File: config.mk
export PLATFORM = sky130hd
export DESIGN_NAME = scan_ctrl_flat
export DESIGN_NICKNAME = d
export VERILOG_FILES = /design/src/rtl/scan_pkg.sv /design/src/rtl/scan_ctrl_if.sv /design/src/rtl/scan_sreg.sv /design/src/rtl/scan_ctrl.sv /design/src/flat_wrapper.sv
export SDC_FILE = /design/constraint.sdc
export NUM_CORES = 1
export LEC_CHECK = 0
export ABC_AREA = 1
export BUFFER_PORTS_ARGS = -buffer_cell sky130_fd_sc_hd__buf_2
export CORE_ASPECT_RATIO = 0.5
export CORE_UTILIZATION = 40
export DETAILED_ROUTE_END_ITERATION = 10
export HOLD_SLACK_MARGIN = 0.15
export SETUP_SLACK_MARGIN = 0.3
export SYNTH_ARGS = -nofsm -noshare
export SYNTH_HDL_FRONTEND = slang
export SYNTH_SLANG_ARGS = --single-unit
File: constraint.sdc
create_clock -name clk -period 1.69 [get_ports clk]
set_clock_uncertainty 0.05 [all_clocks]
set_input_delay 0 -clock clk [delete_from_list [all_inputs] [get_ports clk]]
set_output_delay 0 -clock clk [all_outputs]
set_load 0.02 [all_outputs]
File: src/rtl/scan_pkg.sv
// Shared definitions for the scan controller: one-hot state encoding,
// state bit positions and a constant-evaluable clog2 helper.
package scan_pkg;

    localparam int ST_W  = 6;

    localparam int B_RS  = 0;
    localparam int B_RI  = 1;
    localparam int B_CAP = 2;
    localparam int B_SH  = 3;
    localparam int B_EX  = 4;
    localparam int B_UP  = 5;

    typedef logic [ST_W-1:0] state_t;

    localparam state_t ST_RS  = 6'b000001;
    localparam state_t ST_RI  = 6'b000010;
    localparam state_t ST_CAP = 6'b000100;
    localparam state_t ST_SH  = 6'b001000;
    localparam state_t ST_EX  = 6'b010000;
    localparam state_t ST_UP  = 6'b100000;

    // Smallest r with 2**r >= value (value >= 1).
    function automatic int clog2(input int value);
        int r;
        r = 0;
        for (int i = 0; i < 31; i++) begin
            if ((32'd1 << i) < 32'(value)) begin
                r = i + 1;
            end else begin
                r = r;
            end
        end
        return r;
    endfunction

endpackage

File: src/rtl/scan_ctrl_if.sv
// Serial test port plus parallel test-register bus of the scan controller.
// With SCAN_BYPASS_EN defined the bus carries the extra byp select.
interface scan_ctrl_if #(parameter int DW = 8);

    logic          x;
    logic          tdi;
    logic          tdo;
    logic [DW-1:0] par_in;
    logic [DW-1:0] par_out;
    logic          reset;
    logic          run;
    logic          capture;
    logic          shift;
    logic          update;
    logic          len_err;
`ifdef SCAN_BYPASS_EN
    logic          byp;

    modport master (
        output x, tdi, par_in, byp,
        input  tdo, par_out, reset, run, capture, shift, update, len_err
    );

    modport slave (
        input  x, tdi, par_in, byp,
        output tdo, par_out, reset, run, capture, shift, update, len_err
    );
`else
    modport master (
        output x, tdi, par_in,
        input  tdo, par_out, reset, run, capture, shift, update, len_err
    );

    modport slave (
        input  x, tdi, par_in,
        output tdo, par_out, reset, run, capture, shift, update, len_err
    );
`endif

endinterface

File: src/rtl/scan_sreg.sv
// DW-bit capture/shift/update register with shift-length counter.
// Actions apply on the edge that leaves the state whose enable is high.
// SCAN_BYPASS_EN adds a 1-bit bypass path selected at capture time.
module scan_sreg
    import scan_pkg::*;
#(
    parameter int DW = 8
) (
    input  logic          clk,
    input  logic          rs,
    input  logic          cap_en,
    input  logic          shift_en,
    input  logic          upd_en,
    input  logic          tdi,
`ifdef SCAN_BYPASS_EN
    input  logic          byp,
`endif
    input  logic [DW-1:0] par_in,
    output logic [DW-1:0] par_out,
    output logic          len_err,
    output logic          tdo
);

    localparam int            CW       = clog2(DW + 2);
    localparam logic [CW-1:0] CNT_MAX  = CW'(DW + 1);
    localparam logic [CW-1:0] CNT_FULL = CW'(DW);
    localparam logic [CW-1:0] CNT_ONE  = CW'(1);

    logic [DW-1:0] sr_r;
    logic [DW-1:0] par_out_r;
    logic [CW-1:0] cnt_r;
    logic          len_err_r;
    logic          cap_byp_s;
    logic          byp_mode_s;
    logic          tdo_bit_s;
    logic [CW-1:0] exp_cnt_s;
    logic          len_ok_s;

`ifdef SCAN_BYPASS_EN
    logic byp_q_r;
    logic byp_bit_r;

    assign cap_byp_s  = byp;
    assign byp_mode_s = byp_q_r;
    assign tdo_bit_s  = byp_q_r ? byp_bit_r : sr_r[0];

    // Latch the bypass select at capture and shift through the 1-bit bypass reg.
    always_ff @(posedge clk) begin
        if (rs) begin
            byp_q_r   <= 1'b0;
            byp_bit_r <= 1'b0;
        end else if (cap_en) begin
            byp_q_r   <= byp;
            byp_bit_r <= 1'b0;
        end else if (shift_en && byp_q_r) begin
            byp_q_r   <= byp_q_r;
            byp_bit_r <= tdi;
        end else begin
            byp_q_r   <= byp_q_r;
            byp_bit_r <= byp_bit_r;
        end
    end
`else
    assign cap_byp_s  = 1'b0;
    assign byp_mode_s = 1'b0;
    assign tdo_bit_s  = sr_r[0];
`endif

    assign exp_cnt_s = byp_mode_s ? CNT_ONE : CNT_FULL;
    assign len_ok_s  = (cnt_r == exp_cnt_s);
    assign tdo       = shift_en ? tdo_bit_s : 1'b0;
    assign par_out   = par_out_r;
    assign len_err   = len_err_r;

    // Shift register: parallel capture, LSB-first serial shift toward tdo.
    always_ff @(posedge clk) begin
        if (rs) begin
            sr_r <= '0;
        end else if (cap_en && !cap_byp_s) begin
            sr_r <= par_in;
        end else if (shift_en && !byp_mode_s) begin
            sr_r <= {tdi, sr_r[DW-1:1]};
        end else begin
            sr_r <= sr_r;
        end
    end

    // Shift counter: cleared at capture, saturates one past a full scan.
    always_ff @(posedge clk) begin
        if (rs) begin
            cnt_r <= '0;
        end else if (cap_en) begin
            cnt_r <= '0;
        end else if (shift_en && (cnt_r != CNT_MAX)) begin
            cnt_r <= cnt_r + CNT_ONE;
        end else begin
            cnt_r <= cnt_r;
        end
    end

    // Update register: only a correctly sized, non-bypass scan is committed.
    always_ff @(posedge clk) begin
        if (rs) begin
            par_out_r <= '0;
        end else if (upd_en && len_ok_s && !byp_mode_s) begin
            par_out_r <= sr_r;
        end else begin
            par_out_r <= par_out_r;
        end
    end

    // Length error: one-cycle pulse after leaving update with a bad count.
    always_ff @(posedge clk) begin
        if (rs) begin
            len_err_r <= 1'b0;
        end else begin
            len_err_r <= upd_en && !len_ok_s;
        end
    end

endmodule

File: src/rtl/scan_ctrl.sv
// Scan-mode controller: one-hot Moore FSM (RS/RI/CAP/SH/EX/UP) steered by x,
// forced return to RS after RST_CNT consecutive x=1 edges, and the owned
// capture/shift/update register (scan_sreg).
// Optional feature macro: SCAN_BYPASS_EN (1-bit bypass path, byp input).
module scan_ctrl
    import scan_pkg::*;
#(
    parameter int DW      = 8,
    parameter int RST_CNT = 5
) (
    input  logic        clk,
    input  logic        rs,
    scan_ctrl_if.slave  bus
);

    localparam int            XW       = clog2(RST_CNT);
    localparam logic [XW-1:0] XRUN_MAX = XW'(RST_CNT - 1);
    localparam logic [XW-1:0] XRUN_ONE = XW'(1);

    state_t        state_r;
    state_t        table_next_s;
    state_t        state_next_s;
    logic [XW-1:0] xrun_r;
    logic          force_rs_s;

    assign force_rs_s = bus.x && (xrun_r == XRUN_MAX);

    // State register.
    always_ff @(posedge clk) begin
        if (rs) begin
            state_r <= ST_RS;
        end else begin
            state_r <= state_next_s;
        end
    end

    // Run-length of consecutive x=1 edges, saturating at the force threshold.
    always_ff @(posedge clk) begin
        if (rs) begin
            xrun_r <= '0;
        end else if (!bus.x) begin
            xrun_r <= '0;
        end else if (xrun_r != XRUN_MAX) begin
            xrun_r <= xrun_r + XRUN_ONE;
        end else begin
            xrun_r <= xrun_r;
        end
    end

    // Next state: transition table, overridden by the forced reset.
    always_comb begin
        table_next_s = ST_RS;
        case (state_r)
            ST_RS:   table_next_s = bus.x ? ST_RS  : ST_RI;
            ST_RI:   table_next_s = bus.x ? ST_CAP : ST_RI;
            ST_CAP:  table_next_s = bus.x ? ST_EX  : ST_SH;
            ST_SH:   table_next_s = bus.x ? ST_EX  : ST_SH;
            ST_EX:   table_next_s = bus.x ? ST_UP  : ST_SH;
            ST_UP:   table_next_s = bus.x ? ST_CAP : ST_RI;
            default: table_next_s = ST_RS;
        endcase
        if (force_rs_s) begin
            state_next_s = ST_RS;
        end else begin
            state_next_s = table_next_s;
        end
    end

    // Moore outputs taken straight from the state bits.
    always_comb begin
        bus.reset   = state_r[B_RS];
        bus.run     = state_r[B_RI];
        bus.capture = state_r[B_CAP];
        bus.shift   = state_r[B_SH];
        bus.update  = state_r[B_UP];
    end

    scan_sreg #(
        .DW (DW)
    ) u_sreg (
        .clk      (clk),
        .rs       (rs),
        .cap_en   (state_r[B_CAP]),
        .shift_en (state_r[B_SH]),
        .upd_en   (state_r[B_UP]),
        .tdi      (bus.tdi),
`ifdef SCAN_BYPASS_EN
        .byp      (bus.byp),
`endif
        .par_in   (bus.par_in),
        .par_out  (bus.par_out),
        .len_err  (bus.len_err),
        .tdo      (bus.tdo)
    );

endmodule

File: src/flat_wrapper.sv
// flat-port wrapper written by rule: the top's interface ports become plain ports
module scan_ctrl_flat import scan_pkg::*;
#(
    parameter int DW      = 8,
    parameter int RST_CNT = 5
)
  (clk, rs, bus_x, bus_tdi, bus_par_in, bus_tdo, bus_par_out, bus_reset, bus_run, bus_capture, bus_shift, bus_update, bus_len_err);
  scan_ctrl_if #(.DW(DW)) bus_i ();
  input  logic clk;
  input  logic rs;
  input wire logic [$bits(bus_i.x)-1:0] bus_x;
  input wire logic [$bits(bus_i.tdi)-1:0] bus_tdi;
  input wire logic [$bits(bus_i.par_in)-1:0] bus_par_in;
  output wire logic [$bits(bus_i.tdo)-1:0] bus_tdo;
  output wire logic [$bits(bus_i.par_out)-1:0] bus_par_out;
  output wire logic [$bits(bus_i.reset)-1:0] bus_reset;
  output wire logic [$bits(bus_i.run)-1:0] bus_run;
  output wire logic [$bits(bus_i.capture)-1:0] bus_capture;
  output wire logic [$bits(bus_i.shift)-1:0] bus_shift;
  output wire logic [$bits(bus_i.update)-1:0] bus_update;
  output wire logic [$bits(bus_i.len_err)-1:0] bus_len_err;
  assign bus_i.x = bus_x;
  assign bus_i.tdi = bus_tdi;
  assign bus_i.par_in = bus_par_in;
  assign bus_tdo = bus_i.tdo;
  assign bus_par_out = bus_i.par_out;
  assign bus_reset = bus_i.reset;
  assign bus_run = bus_i.run;
  assign bus_capture = bus_i.capture;
  assign bus_shift = bus_i.shift;
  assign bus_update = bus_i.update;
  assign bus_len_err = bus_i.len_err;
  scan_ctrl #(.DW(DW), .RST_CNT(RST_CNT)) u_core (.clk(clk), .rs(rs), .bus(bus_i));
endmodule
[Word level (Yosys, flattened, before mapping)]
Index checks and enable logic that the tools add are counted.
Cells by class
  reduce and logical (&&, ||, !) cells: 11
  add/subtract/negate cells: 2
  mux-type cells: 8
  bitwise logic cells: 1
  eq/ne operators: 10
Operators by type and width (count)
  $pmux W6 S4: 1
  $mux W8: 2
  $reduce_or A2 Y1: 5
  $eq A6 B1 Y1 const B: 1
  $eq A6 B2 Y1 const B: 1
  $eq A6 B3 Y1 const B: 1
  $eq A6 B4 Y1 const B: 1
  $eq A6 B5 Y1 const B: 1
  $eq A6 B6 Y1 const B: 1
  $mux W6: 1
  $mux W5: 1
  $add A4 B1 Y4 const B: 1
  $eq A4 B4 Y1 const B: 1
  $logic_and A1 B1 Y1: 4
  $ne A4 B4 Y1 const B: 1
  $add A3 B1 Y3 const B: 1
  $eq A3 B3 Y1 const B: 1
  $mux W3: 1
  $ne A3 B3 Y1 const B: 1
  $mux W2: 1
  $reduce_bool A2 Y1: 1
  $logic_not A1 Y1: 1
  $mux W1: 1
  $not A1 Y1: 1
Storage, ports and cells
  input port bits: 12
  flip-flop bits (word level): 30
  word-level logic and storage cells: 38
  output and inout port bits: 15

[Longest topological paths before layout]
  depth in word-level cells: 3
  depth in mapped cells: 8
  gate-level depth less buffers: 8

[Modules after synthesis]
From an unflattened synthesis, not the netlist that was laid out.
Second synthesis, totals
  cells, all modules: 187
  area, all modules: 1390.1 um^2
By module, submodules not included
  scan_sreg: area each 959.7 um^2, seq. area each 420.4 um^2, times used 1, cells each 126
  scan_ctrl: area each 430.4 um^2, seq. area each 180.2 um^2, times used 1, cells each 61

[Worst setup path before layout]
OpenSTA, ideal clock, no wires.
  path kind: register to register
  start: register u_core.u_sreg.cnt_r[0]
  end: register u_core.u_sreg.par_out_r[0] (netlist: u_core.u_sreg.par_out[0])
  period minus slack after synthesis: 1.187 ns
  library setup time: 0.116 ns
  cell stages (with the launch flop): 8
  required time: 1.524 ns
  arrival: 1.021 ns
  setup slack: 0.503 ns
  buffers on the path: 0
  cell sequence: dfxtp_1 > inv_1 > ha_1 > nand3_1 > nor2_4 > inv_2 > nor2_1 > nor2_1
On the way
  cells in the longest elaborated chain, start to end: 2
Ends and longest elaborated chain
  start: declaration: line scan_sreg.sv:31  | logic [CW-1:0] cnt_r;
  start signal: assignment: line scan_sreg.sv:95  | cnt_r <= cnt_r + CNT_ONE;
  start signal: assignment: line scan_sreg.sv:97  | cnt_r <= cnt_r;
  $eq A4 B4 Y1: line scan_sreg.sv:70  | assign len_ok_s = (cnt_r == exp_cnt_s);
  $logic_and A1 B1 Y1: line scan_sreg.sv:105  | end else if (upd_en && len_ok_s && !byp_mode_s) begin
  end signal: assignment: line scan_sreg.sv:106  | par_out_r <= sr_r;
  end signal: assignment: line scan_sreg.sv:108  | par_out_r <= par_out_r;
  end: declaration: line scan_sreg.sv:30  | logic [DW-1:0] par_out_r;
Every way passes these cells.
A chain may end at the register's enable or synchronous reset.

[Worst setup path after layout]
  start: register u_core.u_sreg.cnt_r[1]
  end: register u_core.u_sreg.par_out_r[3] (netlist: u_core.u_sreg.par_out[3])
Same word-level chain as after synthesis.

==> impl_metrics.sql <==
INSERT INTO impl_metrics (metric_group, metric, value, unit) VALUES
('global_routing', 'antenna_found_initial', '0', ''),
('synthesis', 'synth_compound_gate_area_share', '14.07', '%'),
('power', 'power_per_cell_area', '842.3', 'mW/mm²'),
('synthesis', 'dominantRegCellSynth', 'dfxtp_1', ''),
('synthesis', 'synthesis.nets', '200', ''),
('global_routing', 'grt_start_max_net_pins', '15', ''),
('run', 'drv.max_cap_violation_count', '0', ''),
('synthesis', 'synth.largest_area_cell', 'dfxtp_1', ''),
('timing', 'worst_case_hold_slack', '0.4388', 'ns'),
('cts', 'cts_buffers', '5', ''),
('floorplan', 'num_rows', '14', ''),
('synthesis', 'number_of_instances_in_the_synthesized_netlist', '183', ''),
('placed_design', 'io_buffer_count', '26', ''),
('placed_design', 'place_congestion', '0.7826', ''),
('cts', 'cts_tree', 'done', ''),
('cells_and_area', 'final_design_area_no_fill', '0.001793', 'mm²'),
('critical_path', 'reg2regPathDepth', '7', ''),
('routing', 'remaining_drc_errors', '3', ''),
('synthesis', 'yosys_warnings', '0', ''),
('routing', 'firstDrtPassIters', '7', ''),
('routing', 'avgViaCountPerCell', '4.722', ''),
('synthesis', 'yosys-mux-area-fraction', '0', '%'),
('cells_and_area', 'highest_count_cells_in_the_layout_ignoring_fill_and_taps', 'nor2_1 (35), nand2_1 (32), dfxtp_1 (28)', ''),
('synthesis', 'syn-cell-area', '0.001343', 'mm²'),
('synthesis', 'synth_cell_type_count', '24', ''),
('routing', 'route.final.wire_length', '3.114', 'mm'),
('floorplan', 'floorplan.die.width', '83.93', 'µm'),
('synthesis', 'sequential_element_share_of_the_synthesized_area', '44.73', '%'),
('synthesis', 'synth_largest_type_area_fraction', '44.73', '%'),
('cells_and_area', 'final_layout_size_suffix_gt1_share', '22.17', '%'),
('cells_and_area', 'final_nets', '246', ''),
('floorplan', 'start_util', '43.30', '%'),
('critical_path', 'critPathRequiredTime', '1.85', 'ns'),
('placed_design', 'sum_of_net_half_perimeters_after_detailed_placement', '2.165', 'mm'),
('run_status', 'failed_checks', 'design-rule violations', ''),
('synthesis', 'post_synth_fa_ha_maj_area_fraction', '4.660', '%'),
('cts', 'clock_latency_late_sink', '0.28', 'ns'),
('run_status', 'outcome', 'finished, violations left', ''),
('critical_path', 'crit_path_cell_trace', 'inv_1 > ha_1 > nand3_2 > nor2_4 > buf_12 > o21ai_0 > nor2_1', ''),
('critical_path', 'critical_path.max_fanout', '6', ''),
('routing', 'via_count', '1275', ''),
('floorplan', 'floorplan.die_area', '0.003606', 'mm²'),
('critical_path', 'timing.setup.critical_path_class', 'register to register', ''),
('cells_and_area', 'layout.filler_cells', '287', ''),
('critical_path', 'worst_path_largest_cell_delay', '0.33', 'ns'),
('timing', 'final.period_utilization', '76.72', '%'),
('worst_hold_path', 'hold_end', 'u_core.xrun_r[0]$_SDFFE_PP0P_', ''),
('synthesis', 'synth_top_family_by_area', 'simple AND/OR/NAND/NOR gates', ''),
('floorplan', 'floorplan.io_pins', '27', ''),
('global_routing', 'gr-usage-all-layers', '18.76', '%'),
('floorplan', 'core', '0.003100', 'mm²'),
('synthesis', 'yosys_register_bits', '30', ''),
('critical_path', 'cp_data_arrival_time', '1.46', 'ns'),
('global_routing', 'grt_first_pass_wirelength', '5.126', 'mm'),
('power', 'power_leakage', '0.8820', 'nW'),
('critical_path', 'setup.reg_to_reg.worst_slack', '0.39', 'ns'),
('power', 'irDropWorstVdd', '0.4885', 'mV'),
('cts', 'root_buffer', 'clkbuf_8', ''),
('synthesis', 'synthXorXnorAreaFrac', '0.6524', '%'),
('placed_design', 'placedCellCount', '246', ''),
('cells_and_area', 'antennaDiodeCount', '0', ''),
('synthesis', 'synth.top_cells.by_area', 'dfxtp_1 (45%), nor2_1 (9.8%), nand2_1 (8.9%)', ''),
('timing', 'setup-tns-final', '0', 'ns'),
('cts', 'cts.clk_slew.worst_paths', '0.07', 'ns'),
('global_routing', 'grt_pass1_vias', '1099', ''),
('cts', 'h_tree_lvls', '2', ''),
('timing', 'slew_headroom', '76.45', '%'),
('cells_and_area', 'mostFrequentLayoutCell', 'nor2_1', ''),
('critical_path', 'crit-reg2reg-launch', 'u_core.u_sreg.cnt_r[1]$_SDFFE_PP0P_', ''),
('timing', 'post-route-min-period', '1.297', 'ns'),
('critical_path', 'timing.critical_path.slowest_stage_cell', 'dfxtp_2', '');
## power breakdown
group | switching (mW) | internal (mW)
clock | 0.267 | 0.411
combinational | 0.0542 | 0.0515
sequential | 0.00898 | 0.717
total | 0.331 | 1.18
## critical path, delay by kind of cell (launching register included)
kind / cells / cell delay, ns
AND/OR/NAND/NOR: 3 / 0.42
buffers and inverters: 2 / 0.21
adder cells (fa/ha/maj): 1 / 0.16
AO/OA/AOI/OAI: 1 / 0.06
flip-flops: 1 / 0.33
## state kept, by name, summed over array words and instances (netlist names)
signal / cells
u_core.state_r: 6
u_core.u_sreg.cnt_r: 4
u_core.u_sreg.len_err: 1
u_core.u_sreg.par_out: 8
u_core.u_sreg.sr_r: 8
u_core.xrun_r: 3
## final cells by class
cell class | instances | area (µm²) | share of cell area (%)
multi-input combinational | 125 | 628.1 | 35.03
sequential | 30 | 603.1 | 33.64
timing repair buffer | 44 | 312.8 | 17.45
clock buffer | 8 | 110.1 | 6.141
inverter | 23 | 88.84 | 4.955
tap | 40 | 50.05 | 2.791
## per-stage QoR
stage | power, mW | setup slack [ns] | util (%)
floorplan | 0.7931 | 0.5028 | -
global placement | 0.8202 | 0.4105 | 48.55
detailed placement | 0.8218 | 0.3402 | 48.55
CTS | 1.524 | 0.3403 | 56.62
global route | 1.563 | 0.2994 | 57.83
finish | 1.510 | 0.3934 | 57.83
## per-layer routing
layer  GRT usage [%]  part of all wire, %  up-vias
li1                -                    -      674
met1           25.69                   52      580
met2           28.20                   44       17
met3           6.420                  3.1        4
met4           5.172                 0.93        0
met5               0                    0        -
## how the worst max path moves through the flow
stage	from	end	slack [ns]	depth (start not counted)
after floorplan	u_core.u_sreg.cnt_r[0]$_SDFFE_PP0P_	u_core.u_sreg.par_out[0]$_SDFFE_PP0P_	0.50	7
after global placement	u_core.u_sreg.cnt_r[0]$_SDFFE_PP0P_	u_core.u_sreg.par_out[6]$_SDFFE_PP0P_	0.41	7
after detailed placement	u_core.u_sreg.cnt_r[0]$_SDFFE_PP0P_	u_core.u_sreg.par_out[6]$_SDFFE_PP0P_	0.34	7
after CTS	u_core.u_sreg.cnt_r[0]$_SDFFE_PP0P_	u_core.u_sreg.par_out[6]$_SDFFE_PP0P_	0.34	7
after global routing	u_core.u_sreg.cnt_r[1]$_SDFFE_PP0P_	u_core.u_sreg.par_out[3]$_SDFFE_PP0P_	0.30	7
final	u_core.u_sreg.cnt_r[1]$_SDFFE_PP0P_	u_core.u_sreg.par_out[3]$_SDFFE_PP0P_	0.39	7
## Yosys cell counts (2+ instances only)
cell type,number
nand2_1,32
o21ai_0,15
buf_2,2
dfxtp_1,30
inv_1,21
nand3_2,3
inv_2,2
a21oi_1,11
nand3_1,10
o21ai_1,5
nor2_1,35
ha_1,5
## cell families (layout without fill, tap and decap cells)
family / count (synthesis) / after routing
and+or+nand+nor: 84 / 84
xor gates and xnor gates: 1 / 1
DFF: 30 / 30
adders and majority gates: 5 / 5
buffers and inverters: 28 / 75
AOI/OAI and AO/OA: 35 / 35
## repair_timing
| action | 4_1_cts | 5_1_grt |
|---|---|---|
| hold endpoints to repair | 17 | 0 |
| setup buffers | 0 | 2 |
| setup endpoints to repair | 0 | 8 |
| gates resized for setup | 0 | 5 |
| hold buffers | 14 | 0 |
(Power assumes the default switching activity.)
